File: config.mk
export PLATFORM = sky130hd
export DESIGN_NAME = reset_seq_ctrl
export DESIGN_NICKNAME = d
export VERILOG_FILES = /design/src/rtl/reset_seq_ctrl.sv
export SDC_FILE = /design/constraint.sdc
export NUM_CORES = 1
export LEC_CHECK = 0
export CORE_MARGIN = 4
export CORE_UTILIZATION = 52
export DETAILED_ROUTE_END_ITERATION = 16
export GPL_TIMING_DRIVEN = 1
export PLACE_DENSITY_LB_ADDON = 0.1
export SYNTH_ARGS = -nofsm -noshare
export SYNTH_HDL_FRONTEND = slang
export SYNTH_SLANG_ARGS = --single-unit
File: constraint.sdc
create_clock -name clk -period 1.69 [get_ports clk]
set_input_delay 0.338 -clock clk [delete_from_list [all_inputs] [get_ports clk]]
set_output_delay 0.338 -clock clk [all_outputs]
set_load 0.02 [all_outputs]
File: src/rtl/reset_seq_ctrl.sv
// reset_seq_ctrl: synchronises the board reset and PLL lock, stretches the
// reset once both are clean, then releases NUM_OUT active-low resets one at
// a time, STAGE_GAP cycles apart. Loss of lock or a soft-reset request
// collapses every output back to reset. All outputs are flop-driven.
module reset_seq_ctrl #(
    parameter int SYNC_STAGES    = 3,
    parameter int NUM_OUT        = 4,
    parameter int STRETCH_CYCLES = 16,
    parameter int STAGE_GAP      = 8
) (
    input  logic               clk,
    input  logic               nRST,
    input  logic               pll_locked,
    input  logic               sw_rst_req,
    output logic [NUM_OUT-1:0] rst_n,
    output logic               rst_done,
    output logic [1:0]         state
);

    localparam int CNT_MAX = (STRETCH_CYCLES > STAGE_GAP) ? STRETCH_CYCLES : STAGE_GAP;
    localparam int CNT_W   = $clog2(CNT_MAX + 1);

    typedef enum logic [1:0] {
        ST_HOLD    = 2'd0,
        ST_RELEASE = 2'd1,
        ST_DONE    = 2'd2
    } state_t;

    logic [SYNC_STAGES-1:0] r_rst_chain;
    logic [SYNC_STAGES-1:0] r_lock_chain;
    state_t                 r_state;
    logic [CNT_W-1:0]       r_cnt;
    logic [NUM_OUT-1:0]     r_rst_n;
    logic                   r_rst_done;

    state_t                 w_state_nxt;
    logic [CNT_W-1:0]       w_cnt_nxt;
    logic [NUM_OUT-1:0]     w_rst_n_nxt;
    logic                   w_rst_done_nxt;
    logic [NUM_OUT-1:0]     w_shift;
    logic                   w_rst_sync;
    logic                   w_lock_sync;
    logic                   w_clean;
    logic                   w_abort;

    // Reset-release synchroniser: asserts asynchronously, releases after SYNC_STAGES edges.
    always_ff @(posedge clk or negedge nRST) begin
        if (!nRST) begin
            r_rst_chain <= {SYNC_STAGES{1'b0}};
        end else begin
            r_rst_chain <= {r_rst_chain[SYNC_STAGES-2:0], 1'b1};
        end
    end

    // PLL lock synchroniser into the clk domain.
    always_ff @(posedge clk or negedge nRST) begin
        if (!nRST) begin
            r_lock_chain <= {SYNC_STAGES{1'b0}};
        end else begin
            r_lock_chain <= {r_lock_chain[SYNC_STAGES-2:0], pll_locked};
        end
    end

    assign w_rst_sync  = r_rst_chain[SYNC_STAGES-1];
    assign w_lock_sync = r_lock_chain[SYNC_STAGES-1];
    assign w_clean     = w_rst_sync & w_lock_sync & ~sw_rst_req;
    assign w_abort     = ~w_clean;

    // Next release pattern: shift one more released bit in from index 0 upward.
    assign w_shift = NUM_OUT'({r_rst_n, 1'b1});

    // Sequencer next-state, counter and output decode.
    always_comb begin
        w_state_nxt    = r_state;
        w_cnt_nxt      = r_cnt;
        w_rst_n_nxt    = r_rst_n;
        w_rst_done_nxt = r_rst_done;
        case (r_state)
            ST_HOLD: begin
                w_rst_n_nxt    = {NUM_OUT{1'b0}};
                w_rst_done_nxt = 1'b0;
                if (w_clean) begin
                    if (r_cnt == CNT_W'(STRETCH_CYCLES - 1)) begin
                        w_cnt_nxt   = {CNT_W{1'b0}};
                        w_rst_n_nxt = w_shift;
                        if (&w_shift) begin
                            w_state_nxt    = ST_DONE;
                            w_rst_done_nxt = 1'b1;
                        end else begin
                            w_state_nxt    = ST_RELEASE;
                        end
                    end else begin
                        w_cnt_nxt = r_cnt + CNT_W'(1);
                    end
                end else begin
                    w_cnt_nxt = {CNT_W{1'b0}};
                end
            end
            ST_RELEASE: begin
                // Abort takes priority over a release due on the same edge.
                if (w_abort) begin
                    w_state_nxt    = ST_HOLD;
                    w_cnt_nxt      = {CNT_W{1'b0}};
                    w_rst_n_nxt    = {NUM_OUT{1'b0}};
                    w_rst_done_nxt = 1'b0;
                end else if (r_cnt == CNT_W'(STAGE_GAP - 1)) begin
                    w_cnt_nxt   = {CNT_W{1'b0}};
                    w_rst_n_nxt = w_shift;
                    if (&w_shift) begin
                        w_state_nxt    = ST_DONE;
                        w_rst_done_nxt = 1'b1;
                    end else begin
                        w_state_nxt    = ST_RELEASE;
                    end
                end else begin
                    w_cnt_nxt = r_cnt + CNT_W'(1);
                end
            end
            ST_DONE: begin
                if (w_abort) begin
                    w_state_nxt    = ST_HOLD;
                    w_cnt_nxt      = {CNT_W{1'b0}};
                    w_rst_n_nxt    = {NUM_OUT{1'b0}};
                    w_rst_done_nxt = 1'b0;
                end else begin
                    w_cnt_nxt = {CNT_W{1'b0}};
                end
            end
            default: begin
                w_state_nxt    = ST_HOLD;
                w_cnt_nxt      = {CNT_W{1'b0}};
                w_rst_n_nxt    = {NUM_OUT{1'b0}};
                w_rst_done_nxt = 1'b0;
            end
        endcase
    end

    // Sequencer state and output registers; nRST forces everything into reset at once.
    always_ff @(posedge clk or negedge nRST) begin
        if (!nRST) begin
            r_state    <= ST_HOLD;
            r_cnt      <= {CNT_W{1'b0}};
            r_rst_n    <= {NUM_OUT{1'b0}};
            r_rst_done <= 1'b0;
        end else begin
            r_state    <= w_state_nxt;
            r_cnt      <= w_cnt_nxt;
            r_rst_n    <= w_rst_n_nxt;
            r_rst_done <= w_rst_done_nxt;
        end
    end

    assign rst_n    = r_rst_n;
    assign rst_done = r_rst_done;
    assign state    = r_state;

endmodule

==> results by group <==
Timing
  – Max Fclk: 620 MHz
  – Clk_skew: 0.00397 ns
  – Worst setup margin: 0.0784 ns
  – Tcrit/Tclk final: 0.954
  – Fin crit period: 1.61 ns
  – RSZ-0062 raised after global routing: false
  – TNS Setup: 0 ns
  – Max-slew violation count: 0
  – Final setup fails: 0
  – Final Hold Fails: 0

Routing
  – DRT Wirelength: 1490 um
  – Routed len/inst: 14.2 um
  – Total vias in the final route: 614
  – Initial drt markers: 1
  – Via density: 5.85
  – DR DRC count: 0
  – DRT Pass-1 Iters: 4
  – Remaining antenna violation count after routing: 0

Floorplanning
  – Die Width: 48.3 um
  – Die area: 2340 sq um
  – Die height: 48.3 um
  – Initial core utilization: 0.555
  – # IOs: 11
  – Core Area: 1520 sq um
  – # rows: 14

Critical path
  – Worst-path fanout max: 2
  – Reg2reg path depth: 4
  – CP max stage delay: 0.61 ns
  – Top Family by Delay on Critical Path: buffers and inverters
  – Setup crit start kind: register
  – Worst Setup End Kind: output pin
  – Cells along the critical path: clkdlybuf4s50_1
  – Flop2flop setup slack: 0.23 ns
  – CP arrival: 1.27 ns
  – Critical Path RT: 1.35 ns
  – R2r endpoint: r_cnt[3]$_DFF_PN0_
  – CP Class: register to output pin
  – Slowest cell on the critical path: clkdlybuf4s50_1
  – Reg-to-reg startpoint: r_cnt[0]$_DFF_PN0_
  – WP buf/inv: 1

CTS
  – TritonCTS clock tree: yes
  – Clock tree sinks: 18
  – Root Buffer: clkbuf_4
  – CTS Buffer Depth: 2
  – TritonCTS Buffers: 3
  – Clk slew on worst S/H paths: 0.09 ns
  – Clk Latency, worst-skew pair: 0.29 ns
  – CTS H-Tree Depth: 1

Flow run
  – Max Cap Viol: 0

Worst hold path
  – Hold depth: 0
  – Worst Hold Path EP: r_lock_chain[2]$_DFF_PN0_
  – HP Class: register to register
  – Hold Startpoint: r_lock_chain[1]$_DFF_PN0_

Global route
  – M3 GR Usage: 0.0307
  – Largest net degree at the start of global routing: 19
  – Global routing's busiest layer: met2
  – First-pass GRT wire length: 2840 um
  – Initial antenna violation count: 0
  – Vias in the first global route: 659
  – Met2 usage: 0.237
  – Met1 Use GR: 0.185
  – Global route overflow: 0
  – All-layer global routing usage: 0.151

Yosys
  – Number of synthesis warnings: 0
  – Net Count, Synth: 80
  – Synth unique cells: 28
  – Syn Area/Cell: 11.4 sq um
  – Synth Cell Area: 846 sq um
  – Yosys reg bits: 18
  – Post-synthesis cell count: 74
  – Register area share after synthesis: 0.533

Place
  – Final HPWL DP: 1100 um
  – Port Buffers: 10
  – DP Worst Slack: 0.121 ns
  – Routability congestion estimate from global placement: 0.831

Finish
  – Nets@finish: 96
  – Area Overhead vs Synth: 20.6%
  – Antenna Diode Count: 0
  – Layout cells sized above 1: 0.157

Outcome
  – Status: completed

Power
  – P_leak: 0.000495 uW
  – PwrDens: 714 nW/um^2
  – Worst vdd ir: 0.607 mV
==> metrics by stage <==
stage               cell area [sq um]  total power [uW]  std cells  hold WS (ns)  utilization
finish                           1020               728        105         0.355        0.669
global route                     1020               773        105         0.371        0.669
CTS                              1010               739        105         0.359        0.666
detailed placement                982               481        101         0.336        0.644
global placement                  982               479        101         0.332        0.644
floorplan                         846               459         74        0.0424            -
==> worst max-delay path by stage <==
stage,from,to,slack (ns),cells after the start
finish,rst_done$_DFFE_PN0P_,rst_done,0.08,1
global route,rst_n[3]$_DFFE_PN0P_,rst_n[3],0.005,1
floorplan,r_cnt[0]$_DFF_PN0_,r_cnt[1]$_DFF_PN0_,0.32,5
global placement,sw_rst_req,r_cnt[3]$_DFF_PN0_,0.17,4
CTS,rst_n[0]$_DFFE_PN0P_,rst_n[0],0.001,1
detailed placement,sw_rst_req,r_cnt[3]$_DFF_PN0_,0.12,4
==> cell usage after synthesis (all sizes together) <==
cell	count	area (sq um)
a21oi	2	10.0
a221oi	1	15.0
and2	1	6.26
and3	1	6.26
and3b	2	17.5
and4bb	1	12.5
buf	3	17.5
clkbuf	1	3.75
conb	1	3.75
dfrtp	18	450
ha	2	25.0
nand2	3	11.3
nand2b	2	12.5
nand3	12	60.1
nand3b	1	7.51
nand4	8	50.1
nand4bb	1	27.5
nor2	1	3.75
nor2b	2	12.5
nor3	2	10.0
nor3b	1	12.5
o21ai	3	15.0
o2bb2a	1	20.0
o311ai	1	8.76
xnor2	1	8.76
xor2	2	17.5
==> cells by family (layout without fill, tap and decap cells) <==
family                     count (synthesis)  after routing  share of synthesized area
and+or+nand+nor                           38             38                      0.296
other                                      1              1                    0.00443
DFF                                       18             18                      0.533
buffers and inverters                      4             19                     0.0251
xor gates and xnor gates                   3              3                     0.0311
adders and majority gates                  2              2                     0.0296
AOI/OAI and AO/OA                          8              8                     0.0814
==> report_power, final <==
group,internal (uW),total [uW],switching [uW]
Combinational,13.0,29.6,16.5
Clock,131,257,126
Sequential,439,442,3.05
==> flip-flops by register name, summed over array words and instances, names as in the netlist <==
name and flops:
rst_n 4, state 2, r_cnt 5, r_rst_chain 3, rst_done 1, r_lock_chain 3
==> metal layers <==
layer	vias up	part of all wire
met3	4	0.034
met1	297	0.46
met4	0	0.018
li1	301	-
met2	12	0.49
met5	-	0
==> repair_timing <==
item | in CTS | in global routing
gates resized for setup | 3 | 2
hold buffers | 0 | 0
endpoints found under the setup margin | 3 | 2
pin swaps | 0 | 0
buffers inserted | 0 | 0
==> cell usage in the layout (no fill, tap or decap), types with 3 or more instances in the layout <==
cell type / netlist / final
dlygate4sd2_1: 0 / 3
nand4_1: 8 / 8
clkdlybuf4s50_1: 0 / 5
clkbuf_4: 0 / 3
nand3_1: 12 / 12
dfrtp_1: 18 / 18
nand2_1: 3 / 3
buf_4: 1 / 5
==> final cells by class <==
cell class	instances	area [sq um]
timing repair buffer	15	139
sequential	18	450
clock buffer	4	36.3
multi-input combinational	52	374
fill	121	504
tap	16	20.0
Note: power is estimated with default switching activity, not from simulation.
